==> config.mk <==
export PLATFORM = sky130hd
export DESIGN_NAME = sample_frame_packer
export DESIGN_NICKNAME = d
export VERILOG_FILES = /design/src/rtl/sample_frame_packer.sv
export SDC_FILE = /design/constraint.sdc
export NUM_CORES = 1
export LEC_CHECK = 0
export ABC_CLOCK_PERIOD_IN_PS = 2600
export BUFFER_PORTS_ARGS = -buffer_cell sky130_fd_sc_hd__buf_4
export CORE_MARGIN = 1.5
export CORE_UTILIZATION = 36
export CTS_CLUSTER_DIAMETER = 150
export DETAILED_ROUTE_END_ITERATION = 10
export SLEW_MARGIN = 0
export SYNTH_ARGS = -nofsm -noshare
export SYNTH_HDL_FRONTEND = slang
export SYNTH_SLANG_ARGS = --single-unit
export TNS_END_PERCENT = 5
==> constraint.sdc <==
create_clock -name clk -period 2.6 [get_ports clk]
set_input_delay 0.13 -clock clk [delete_from_list [all_inputs] [get_ports clk]]
set_output_delay 0.13 -clock clk [all_outputs]
set_load 0.005 [all_outputs]
==> src/rtl/sample_frame_packer.sv <==
// sample_frame_packer: captures one complete multi-channel sample set and
// serialises it as a byte frame (optional sequence byte, then channel 0..N-1,
// each sample MSB byte first) for a downstream COBS encoder.
module sample_frame_packer #(
    parameter int NUM_CHANNELS  = 2,
    parameter int SAMPLE_WIDTH  = 16,
    parameter int SEQ_ENABLE    = 1,
    parameter int DROP_ON_STALL = 0
) (
    input  logic                                 clk,
    input  logic                                 rst,
    input  logic [NUM_CHANNELS*SAMPLE_WIDTH-1:0] s_tdata,
    input  logic [NUM_CHANNELS-1:0]              s_tvalid,
    output logic [NUM_CHANNELS-1:0]              s_tready,
    output logic [7:0]                           m_tdata,
    output logic                                 m_tvalid,
    input  logic                                 m_tready,
    output logic                                 m_tlast,
    output logic [15:0]                          drop_count
);

    localparam int SEQ_BYTES = (SEQ_ENABLE != 0) ? 1 : 0;
    localparam int FRAME_LEN = SEQ_BYTES + NUM_CHANNELS * SAMPLE_WIDTH / 8;
    localparam int FW        = FRAME_LEN * 8;
    localparam int IDX_W     = (FRAME_LEN > 1) ? $clog2(FRAME_LEN) : 1;
    localparam logic [IDX_W-1:0] LAST_IDX = IDX_W'(FRAME_LEN - 1);

    typedef enum logic {IDLE, EMIT} state_t;

    state_t           state;
    logic [FW-1:0]    frame_in;   // frame in transmit order, byte 0 at the top
    logic [FW-1:0]    frame_sr;   // remaining bytes; top byte is on m_tdata
    logic [IDX_W-1:0] byte_idx;
    logic [7:0]       seq;
    logic             all_valid;
    logic             drop_fire;
    logic             accept;

    // Reorder lanes so channel 0 lands right below the sequence byte.
    genvar k;
    generate
        for (k = 0; k < NUM_CHANNELS; k++) begin : g_lane
            assign frame_in[(NUM_CHANNELS-1-k)*SAMPLE_WIDTH +: SAMPLE_WIDTH] =
                s_tdata[k*SAMPLE_WIDTH +: SAMPLE_WIDTH];
        end
        if (SEQ_BYTES != 0) begin : g_seq
            // The counter only moves at frame end, so it already holds the
            // value this frame must carry.
            assign frame_in[FW-1 -: 8] = seq;
        end
    endgenerate

    // Only a complete set ever handshakes; mid-frame sets are swallowed when dropping.
    assign all_valid = &s_tvalid;
    assign drop_fire = (DROP_ON_STALL != 0) && (state == EMIT) && all_valid;
    assign accept    = !rst && (((state == IDLE) && all_valid) || drop_fire);
    assign s_tready  = {NUM_CHANNELS{accept}};
    assign m_tdata   = frame_sr[FW-1 -: 8];

    // Frame FSM: capture in IDLE, shift out one byte per downstream handshake in EMIT.
    always_ff @(posedge clk or posedge rst) begin
        if (rst) begin
            state    <= IDLE;
            frame_sr <= '0;
            byte_idx <= '0;
            m_tvalid <= 1'b0;
            m_tlast  <= 1'b0;
            seq      <= 8'd0;
        end else begin
            case (state)
                IDLE: begin
                    if (all_valid) begin
                        frame_sr <= frame_in;
                        byte_idx <= '0;
                        m_tvalid <= 1'b1;
                        m_tlast  <= (FRAME_LEN == 1);
                        state    <= EMIT;
                    end
                end
                EMIT: begin
                    if (m_tready) begin
                        if (m_tlast) begin
                            m_tvalid <= 1'b0;
                            m_tlast  <= 1'b0;
                            seq      <= seq + 8'd1;
                            state    <= IDLE;
                        end else begin
                            frame_sr <= frame_sr << 8;
                            byte_idx <= byte_idx + IDX_W'(1);
                            m_tlast  <= ((byte_idx + IDX_W'(1)) == LAST_IDX);
                        end
                    end
                end
                default: state <= IDLE;
            endcase
        end
    end

    // Saturating count of sample sets discarded while a frame is in flight.
    always_ff @(posedge clk or posedge rst) begin
        if (rst)
            drop_count <= 16'd0;
        else if (drop_fire && (drop_count != 16'hFFFF))
            drop_count <= drop_count + 16'd1;
    end

endmodule
==> flow_metrics.tcl, run 1 <==
set metrics [dict create \
    run_status "finished, final reports clean" \
    die-area_um2 8770 \
    tightest_slew_ns 0.523 \
    global_route.overflow_total 0 \
    drt-wirelength-per-cell_um 14.1 \
    clock_tree.htree_level_count 2 \
    core.rowCount 32 \
    timing.final.setup_violations 0 \
    postRouteAntennaNets 0 \
    cts-buffers-inserted 5 \
    ratio_of_final_minimum_period_to_clock_period_pct 65.0 \
    drtIter0Drc 32 \
    postSynthCellCount 216 \
    regToRegEndpoint "seq[1]$_DFFE_PP0P_" \
    critPathKind "reg -> reg" \
    area_growth_syn_to_layout_pct 12.9 \
    timing.rr.start "state$_DFF_PP0_" \
    worst_ep_arrival_time_ns 1.88 \
    slew-limit-headroom_pct 65.1 \
    grt.total_usage_pct 12.5 \
    gp_routability_congestion 0.762 \
    number_of_antenna_violations_at_the_first_check_in_global_routing 0 \
    worst_ir_drop_vdd_v 0.000331 \
    crit_path_max_fanout 29 \
    cts-resized-gates 0 \
    clock_tree.root_cell "clkbuf_8" \
    synthFlopType "dfrtp_1" \
    num_vias 1628 \
    finish.net_count 295 \
    ports 65 \
    number_of_endpoints_with_negative_hold_slack_in_the_final_report 0 \
    cts.sinks 54 \
    critical_path.startpoint_type "flip-flop" \
    post-dp-hpwl_um 3690 \
    hold_start "s_tvalid[1]" \
    cts.path.max_buffers 2 \
    fmax_mhz 591 \
    layout-drive-gt1-share_pct 51.6 \
    final.setup_skew_ns 0.00597 \
    pre_cts_ws_ns 0.921 \
    total_power_w 0.00319 \
    initial_core_util_pct 37.7 \
    asyncSetResetFlopFracSynth_pct 100 \
    insertion_delay_to_the_later_sink_of_the_worst_skew_pair_ns 0.30 \
    total_of_buffers_placed_on_input_and_output_ports 48 \
    synth-edff-count 0 \
    worst_setup_hold_path_clk_slew_ns 0.09 \
    setup_slack_of_the_critical_path_after_layout_ns 0.909 \
    floorplan.die.width_um 93.6 \
    drt_drc_violations_left 0 \
    power.density_cell_area_nw_per_um2 954 \
    placement.cell_area_um2 3240 \
    cts_tree "yes" \
    hold_depth 3 \
    timing.critical_path.to_type "flip-flop" \
    worst_r2r_setup_slack_ns 0.91 \
    grt_pass1_wl_um 8530 \
    period_needed_ns 1.69 \
    slowest_library_cell_on_the_worst_path "dfrtp_2" \
    rsz0062_at_grt "false" \
    drt-pass1-iter-count 4 \
    final-max-slew-violation-count 0 \
    pin_count_of_the_biggest_net_entering_global_routing 31 \
    flip_flop_and_latch_count_after_synthesis 54 \
    routed_wirelength_um 5050 \
    vias_per_cell 4.55 \
    critical-path-max-stage-delay_ns 0.46 \
    synth_sequential_area_ratio_pct 45.7 \
    hold_path_end "state$_DFF_PP0_" \
    cp.buffers_inverters 1 \
    post_synth_num_cell_types 33 \
    ant_diodes 0 \
    critical_path.cell_chain "buf_4, and3_1, mux2_1" \
    p_leak_nw 1.75 \
    final_cell_area_um2 3340 \
    post-cts-setup-buffer-count 0 \
    die_height_um 93.6 \
    synth-warning-count 0 \
    post_synth_instance_area_um2 2960 \
    timing.setup.tns_ns 0 \
    core_area_um2 7850 \
    cpLargestDelayFamily "flip-flops" \
    hold_ws_ns 0.0910 \
    number_of_global_route_vias_before_repair 1662 \
    hp-class "in -> reg" \
    synthesis.area_per_instance_um2 13.7 \
    timing.critical_path.required_ns 2.78 \
    drv.max_cap_violation_count 0 \
    worstRegToRegCells 3 \
]
==> layout make-up <==
type	instances	area [µm²]
Clock inverter	1	5.00
Fill cell	765	4510
Tap cell	102	128
Timing Repair Buffer	55	415
Multi-Input combinational cell	135	1340
Sequential cell	54	1350
Inverter	4	15.0
Clock buffer	7	86.3
==> registers in the layout, indices dropped and copies added, names as in the netlist <==
signal and flops:
m_tvalid 1, byte_idx 3, m_tlast 1, seq 8, state 1, frame_sr 40
==> cell usage after synthesis, types with 2 or more instances <==
cell	count	share of area, %
nor2_1	3	0.38
buf_4	26	6.6
xnor2_1	2	0.59
o22ai_1	2	0.42
xor2_1	5	1.5
mux2_2	32	12
nand4_1	3	0.63
inv_1	4	0.51
ha_1	3	1.3
nor3b_1	8	2.0
o21ai_0	2	0.34
nor3_2	2	0.68
dfrtp_1	54	46
mux2_4	32	16
buf_2	5	0.85
a21o_1	8	2.0
nand2_1	5	0.63
buf_12	2	1.4
buf_6	4	1.5
==> cells by family after synthesis <==
group / synth area share, %
other cells: 0.127
fa+ha+maj: 1.27
mux: 29.2
xor+xnor: 2.07
flops: 45.7
buf+inv: 11.0
compound gates: 4.06
simple gates: 6.64
==> report_power, final <==
| part | switching (W) | internal [W] | total, W |
|---|---|---|---|
| combinational | 0.000562 | 0.000889 | 0.00145 |
| clock | 0.000261 | 0.000216 | 0.000477 |
| sequential | 0.000172 | 0.00109 | 0.00126 |
==> routing by layer <==
metal  wire (µm)  track usage [%]  up-vias
met5           0                0        -
met4          36             3.36        0
met3         208             3.01        4
met2        2390             19.6       37
met1        2410             17.3      802
li1            -                -      785
==> metrics by stage <==
| step | std cells | util, % |
|---|---|---|
| floorplan | 231 | - |
| global placement | 349 | 41.3 |
| detailed placement | 349 | 41.3 |
| CTS | 358 | 42.6 |
| global route | 358 | 42.6 |
| finish | 358 | 42.6 |
==> how the worst max path moves through the flow <==
stage,to,depth (start not counted),slack [ns],start
after floorplan,byte_idx[0]$_DFFE_PP0P_,1,1.16,rst
after global placement,seq[1]$_DFFE_PP0P_,3,0.92,state$_DFF_PP0_
after detailed placement,seq[1]$_DFFE_PP0P_,3,0.92,state$_DFF_PP0_
after CTS,frame_sr[15]$_DFFE_PP0P_,4,0.90,m_tlast$_DFFE_PP0P_
after global routing,seq[1]$_DFFE_PP0P_,3,0.81,state$_DFF_PP0_
final,seq[1]$_DFFE_PP0P_,3,0.91,state$_DFF_PP0_
==> timing repair <==
action / 4_1_cts / 5_1_grt
endpoints found under the hold margin: 24 / 0
hold buffers: 1 / 0
setup endpoints to repair: 0 / 0
==> cells in the final DEF, fill, tap and decap left out, types with 2 or more instances in the layout <==
master / instances
nand2_1: 5
a21o_1: 8
conb_1: 16
o21ai_0: 2
nand4_1: 3
nor3_2: 2
xor2_1: 5
ha_1: 3
mux2_4: 32
clkbuf_8: 6
nor2_1: 3
inv_1: 3
o22ai_1: 2
buf_4: 54
xnor2_1: 2
dfrtp_1: 53
nor3b_1: 8
mux2_2: 32
==> worst reg2reg max path, cell delays in order (launching register included) <==
cell and delay [ns]:
dfrtp_2 0.46, buf_4 0.38, and3_1 0.39, mux2_1 0.35
No activity file was read; power rests on OpenSTA's default activity.
==> run 2, diff against run 1 <==
--- a/config.mk
+++ b/config.mk
@@ -5,7 +5,7 @@
 export SDC_FILE = /design/constraint.sdc
 export NUM_CORES = 1
 export LEC_CHECK = 0
-export ABC_CLOCK_PERIOD_IN_PS = 2600
+export ABC_CLOCK_PERIOD_IN_PS = 1500
 export BUFFER_PORTS_ARGS = -buffer_cell sky130_fd_sc_hd__buf_4
 export CORE_MARGIN = 1.5
 export CORE_UTILIZATION = 36
==> constraint.sdc (replaced) <==
create_clock -name clk -period 1.5 [get_ports clk]
set_input_delay 0.075 -clock clk [delete_from_list [all_inputs] [get_ports clk]]
set_output_delay 0.075 -clock clk [all_outputs]
set_load 0.005 [all_outputs]
==> run 2 against run 1 <==
  * Fmax rose by 17%
  * Wire length rose by 0.44%
  * Critical path depth did not move
  * Register-to-register slack got worse by 0.85 ns
  * Cell count rose by 1.1%
  * Global-route usage fell by 0.097 points
  * Via count barely moved
  * First-iteration DRC count rose by 9.4%
  * Combinational power rose by 89%
  * Power rose by 80%
  * Clock-buffer cell count did not move
  * Largest cell class is now multi-input gates
==> flow_metrics.tcl, run 2 (synthesized netlist as in run 1, its figures left out) <==
set metrics [dict create \
    hold_ws_ns 0.0290 \
    initial_core_util_pct 37.7 \
    hp-class "in -> reg" \
    number_of_endpoints_with_negative_hold_slack_in_the_final_report 0 \
    number_of_antenna_violations_at_the_first_check_in_global_routing 0 \
    die_height_um 93.6 \
    drt-wirelength-per-cell_um 14.0 \
    drtIter0Drc 35 \
    ports 65 \
    reg.largest.list "frame_sr (40), seq (8), byte_idx (3)" \
    number_of_global_route_vias_before_repair 1712 \
    drv.max_cap_violation_count 0 \
    post-dp-hpwl_um 3630 \
    core.rowCount 32 \
    power.density_cell_area_nw_per_um2 1670 \
    postRouteAntennaNets 0 \
    cts_tree "yes" \
    total_power_w 0.00575 \
    num_vias 1629 \
    final_cell_count_no_fill 362 \
    clock_tree.root_cell "clkbuf_8" \
    grt_pass1_wl_um 8450 \
    core_area_um2 7850 \
    drt-pass1-iter-count 4 \
    global_route.overflow_total 0 \
    timing.setup.tns_ns 0 \
    cts.path.max_buffers 2 \
    finish.net_count 299 \
    grt.total_usage_pct 12.4 \
    crit_path_max_fanout 20 \
    routed_wirelength_um 5070 \
    die-area_um2 8770 \
    total_of_buffers_placed_on_input_and_output_ports 48 \
    placement.cell_area_um2 3320 \
    period_needed_ns 1.44 \
    floorplan.die.width_um 93.6 \
    n_fill_cell 744 \
    run_status "finished, final reports clean" \
    worst_ep_arrival_time_ns 1.63 \
    cts-buffers-inserted 5 \
    worst_setup_hold_path_clk_slew_ns 0.10 \
    final_cell_area_um2 3450 \
    vias_per_cell 4.50 \
    cts.sinks 54 \
    pin_count_of_the_biggest_net_entering_global_routing 55 \
    worst_ir_drop_vdd_v 0.000621 \
    layout_common_cells "dfrtp_1 (53), buf_4 (53), mux2_4 (35), mux2_2 (29), conb_1 (16)" \
    place_inst 353 \
    timing.final.setup_violations 0 \
    critPathKind "reg -> reg" \
    timing.critical_path.required_ns 1.69 \
    max_flop_register "frame_sr" \
    insertion_delay_to_the_later_sink_of_the_worst_skew_pair_ns 0.30 \
    largest_register_ff_count 40 \
    drt_drc_violations_left 0 \
    area_growth_syn_to_layout_pct 16.5 \
    gp_routability_congestion 0.743 \
    ant_diodes 0 \
    final-max-slew-violation-count 0 \
    critical_path.startpoint_type "flip-flop" \
    layout-drive-gt1-share_pct 52.7 \
    rsz0062_at_grt "false" \
    fmax_mhz 693 \
    clock_tree.htree_level_count 2 \
    timing.critical_path.to_type "flip-flop" \
    ratio_of_final_minimum_period_to_clock_period_pct 96.2 \
    final.setup_skew_ns 0.0146 \
    p_leak_nw 1.81 \
]
==> run 2: repair_timing <==
item                       CTS  global route
buffers inserted             0             0
hold buffers                 1             0
gates resized for setup      1             5
pin swaps                    0             1
hold endpoints to repair    54             0
setup endpoints to repair    2             6
==> run 2: cell type report <==
| class | count | area [µm²] | share of cell area [%] |
|---|---|---|---|
| inverters | 4 | 15.0 | 0.436 |
| flip-flops and latches | 54 | 1350 | 39.3 |
| repair buffers | 59 | 499 | 14.5 |
| clock inverters | 1 | 5.00 | 0.145 |
| well taps | 102 | 128 | 3.70 |
| multi-input cells | 135 | 1360 | 39.5 |
| clock buffers | 7 | 86.3 | 2.51 |
==> run 2: worst max-delay path: stages, from the launching register on <==
cell and delay (ns):
dfrtp_2 0.51, buf_12 0.21, mux2_2 0.35, mux2_4 0.25
==> run 2: power by group <==
part	internal, W	leakage (nW)	switching (W)
logic	0.00173	1.05	0.00102
clock network	0.000374	0.0482	0.000444
registers	0.00188	0.712	0.000300
==> run 2: layer usage <==
metal / GRT usage, % / vias up / part of all wire (%)
met2: 20.2 / 34 / 48
met5: 0 / - / 0
met3: 2.76 / 2 / 3.8
li1: - / 798 / -
met1: 16.8 / 795 / 48
met4: 2.86 / 0 / 0.49
==> run 2: path summary, 6_finish.rpt <==
| kind | start | slack, ns | depth (start not counted) | end |
|---|---|---|---|---|
| setup / recovery | state$_DFF_PP0_ | 0.06 | 3 | frame_sr[35]$_DFFE_PP0P_ |
| hold / removal | s_tvalid[1] | 0.03 | 3 | state$_DFF_PP0_ |
| setup reg to reg | state$_DFF_PP0_ | 0.06 | 3 | frame_sr[35]$_DFFE_PP0P_ |
| hold reg to reg | seq[7]$_DFFE_PP0P_ | 0.47 | 1 | seq[7]$_DFFE_PP0P_ |
| max in group asynchronous | rst | 0.87 | 4 | frame_sr[34]$_DFFE_PP0P_ |
| min in group asynchronous | rst | 0.39 | 4 | frame_sr[0]$_DFFE_PP0P_ |
==> run 2: stage by stage <==
stage	setup WS, ns	utilization [%]
after global placement	0.0793	42.3
after global routing	0.00151	43.9
final	0.0574	43.9
after detailed placement	0.0570	42.3
after floorplan	0.0999	-
after CTS	0.0330	43.6
==> run 3, diff against run 2 <==
--- a/config.mk
+++ b/config.mk
@@ -9,8 +9,10 @@
 export BUFFER_PORTS_ARGS = -buffer_cell sky130_fd_sc_hd__buf_4
 export CORE_MARGIN = 1.5
 export CORE_UTILIZATION = 36
+export CTS_BUF_LIST = sky130_fd_sc_hd__clkbuf_8
 export CTS_CLUSTER_DIAMETER = 150
 export DETAILED_ROUTE_END_ITERATION = 10
+export SKIP_CTS_REPAIR_TIMING = 1
 export SLEW_MARGIN = 0
 export SYNTH_ARGS = -nofsm -noshare
 export SYNTH_HDL_FRONTEND = slang
==> run 3 against run 2 <==
  * Combinational power hardly changed
  * Sequential share of layout area unchanged
  * Fmax decreased by 0.12%
  * Clock-buffer cell count decreased by 1
  * Sequential power is essentially flat
  * Critical endpoint unchanged
==> flow_metrics.tcl, run 3 (synthesized netlist as in run 1, its figures left out) <==
set metrics [dict create \
    area_growth_syn_to_layout_pct 16.5 \
    power.density_cell_area_nw_per_um2 1670 \
    timing.final.setup_violations 0 \
    finish.net_count 299 \
    num_vias 1631 \
    worst_ep_arrival_time_ns 1.63 \
    max_flop_register "frame_sr" \
    largest_register_ff_count 40 \
    insertion_delay_to_the_later_sink_of_the_worst_skew_pair_ns 0.30 \
    final.setup_skew_ns 0.0151 \
    setup_slack_of_the_critical_path_after_layout_ns 0.0557 \
    grt.total_usage_pct 12.4 \
    worst_ir_drop_vdd_v 0.000621 \
    cts.path.max_buffers 2 \
    timing.critical_path.to_type "flip-flop" \
    cts_tree "yes" \
    final_cell_area_um2 3450 \
    pre_cts_ws_ns 0.0570 \
    drt_drc_violations_left 0 \
    period_needed_ns 1.44 \
    drt-pass1-iter-count 3 \
    placement.cell_area_um2 3320 \
    pin_count_of_the_biggest_net_entering_global_routing 55 \
    ratio_of_final_minimum_period_to_clock_period_pct 96.3 \
    ports 65 \
    layout_common_cells "dfrtp_1 (53), buf_4 (53), mux2_4 (35), mux2_2 (29), conb_1 (16)" \
    final-max-slew-violation-count 0 \
    ant_diodes 0 \
    floorplan.die.width_um 93.6 \
    slowest_library_cell_on_the_worst_path "dfrtp_2" \
    drtIter0Drc 33 \
    core.rowCount 32 \
    clock_tree.root_cell "clkbuf_8" \
    cts.sinks 54 \
    grt_pass1_wl_um 8450 \
    drt-wirelength-per-cell_um 14.0 \
    cts-buffers-inserted 5 \
    timing.critical_path.required_ns 1.69 \
    routed_wirelength_um 5080 \
    global_route.overflow_total 0 \
    rsz0062_at_grt "false" \
    hp-class "in -> reg" \
    clock_tree.htree_level_count 2 \
    die-area_um2 8770 \
    total_power_w 0.00574 \
    layout-drive-gt1-share_pct 52.7 \
    number_of_global_route_vias_before_repair 1712 \
    run_status "finished, final reports clean" \
    critical_path.startpoint_type "flip-flop" \
    number_of_antenna_violations_at_the_first_check_in_global_routing 0 \
    n_fill_cell 743 \
    fmax_mhz 692 \
    critical_path.cell_chain "buf_12, mux2_2, mux2_4" \
    post-dp-hpwl_um 3630 \
    crit_path_max_fanout 20 \
    postRouteAntennaNets 0 \
    final_util_pct 43.9 \
    die_height_um 93.6 \
    total_of_buffers_placed_on_input_and_output_ports 48 \
    critPathKind "reg -> reg" \
    core_area_um2 7850 \
    reg.largest.list "frame_sr (40), seq (8), byte_idx (3)" \
    hold_ws_ns 0.0284 \
    vias_per_cell 4.51 \
    critical-path-max-stage-delay_ns 0.51 \
    worst_r2r_setup_slack_ns 0.06 \
    gp_routability_congestion 0.743 \
    p_leak_nw 1.81 \
    worst_setup_hold_path_clk_slew_ns 0.10 \
    drv.max_cap_violation_count 0 \
    number_of_endpoints_with_negative_hold_slack_in_the_final_report 0 \
    initial_core_util_pct 37.7 \
]
run 3: where the power goes:
part,total [W],internal (W),switching (W)
clock network,0.000812,0.000367,0.000445
registers,0.00219,0.00188,0.000301
logic,0.00274,0.00173,0.00102
total,0.00574,0.00398,0.00176
run 3: cell type report:
type                            count  area, µm²  area share [%]
Multi-Input combinational cell    135       1360            39.5
Clock inverter                      2       8.76           0.254
Inverter                            4       15.0           0.436
Tap cell                          102        128            3.70
Sequential cell                    54       1350            39.3
Clock buffer                        6       82.6            2.40
Timing Repair Buffer               59        499            14.5
run 3: worst max-delay path, delay by kind of cell, from the launching register on:
kind	cells	cell delay, ns
multiplexers	2	0.60
flip-flops	1	0.51
buffers and inverters	1	0.21
run 3: final timing paths:
kind	depth (start not counted)	to	startpoint
max	3	frame_sr[35]$_DFFE_PP0P_	state$_DFF_PP0_
min reg2reg	1	seq[7]$_DFFE_PP0P_	seq[7]$_DFFE_PP0P_
max in group asynchronous	4	frame_sr[34]$_DFFE_PP0P_	rst
min	3	state$_DFF_PP0_	s_tvalid[1]
max reg2reg	3	frame_sr[35]$_DFFE_PP0P_	state$_DFF_PP0_
min in group asynchronous	4	frame_sr[0]$_DFFE_PP0P_	rst
run 3: through the flow:
step                std cells  TNS (ns)
global placement          353         0
detailed placement        353         0
CTS                       361   -0.0399
finish                    362         0
global route              362         0
floorplan                 231         0
run 3: routing by layer:
| layer | wire length (µm) | track usage (%) | part of all wire, % |
|---|---|---|---|
| met4 | 25 | 2.86 | 0.49 |
| met2 | 2430 | 20.2 | 48 |
| met3 | 192 | 2.76 | 3.8 |
| met5 | 0 | 0 | 0 |
| met1 | 2430 | 16.8 | 48 |
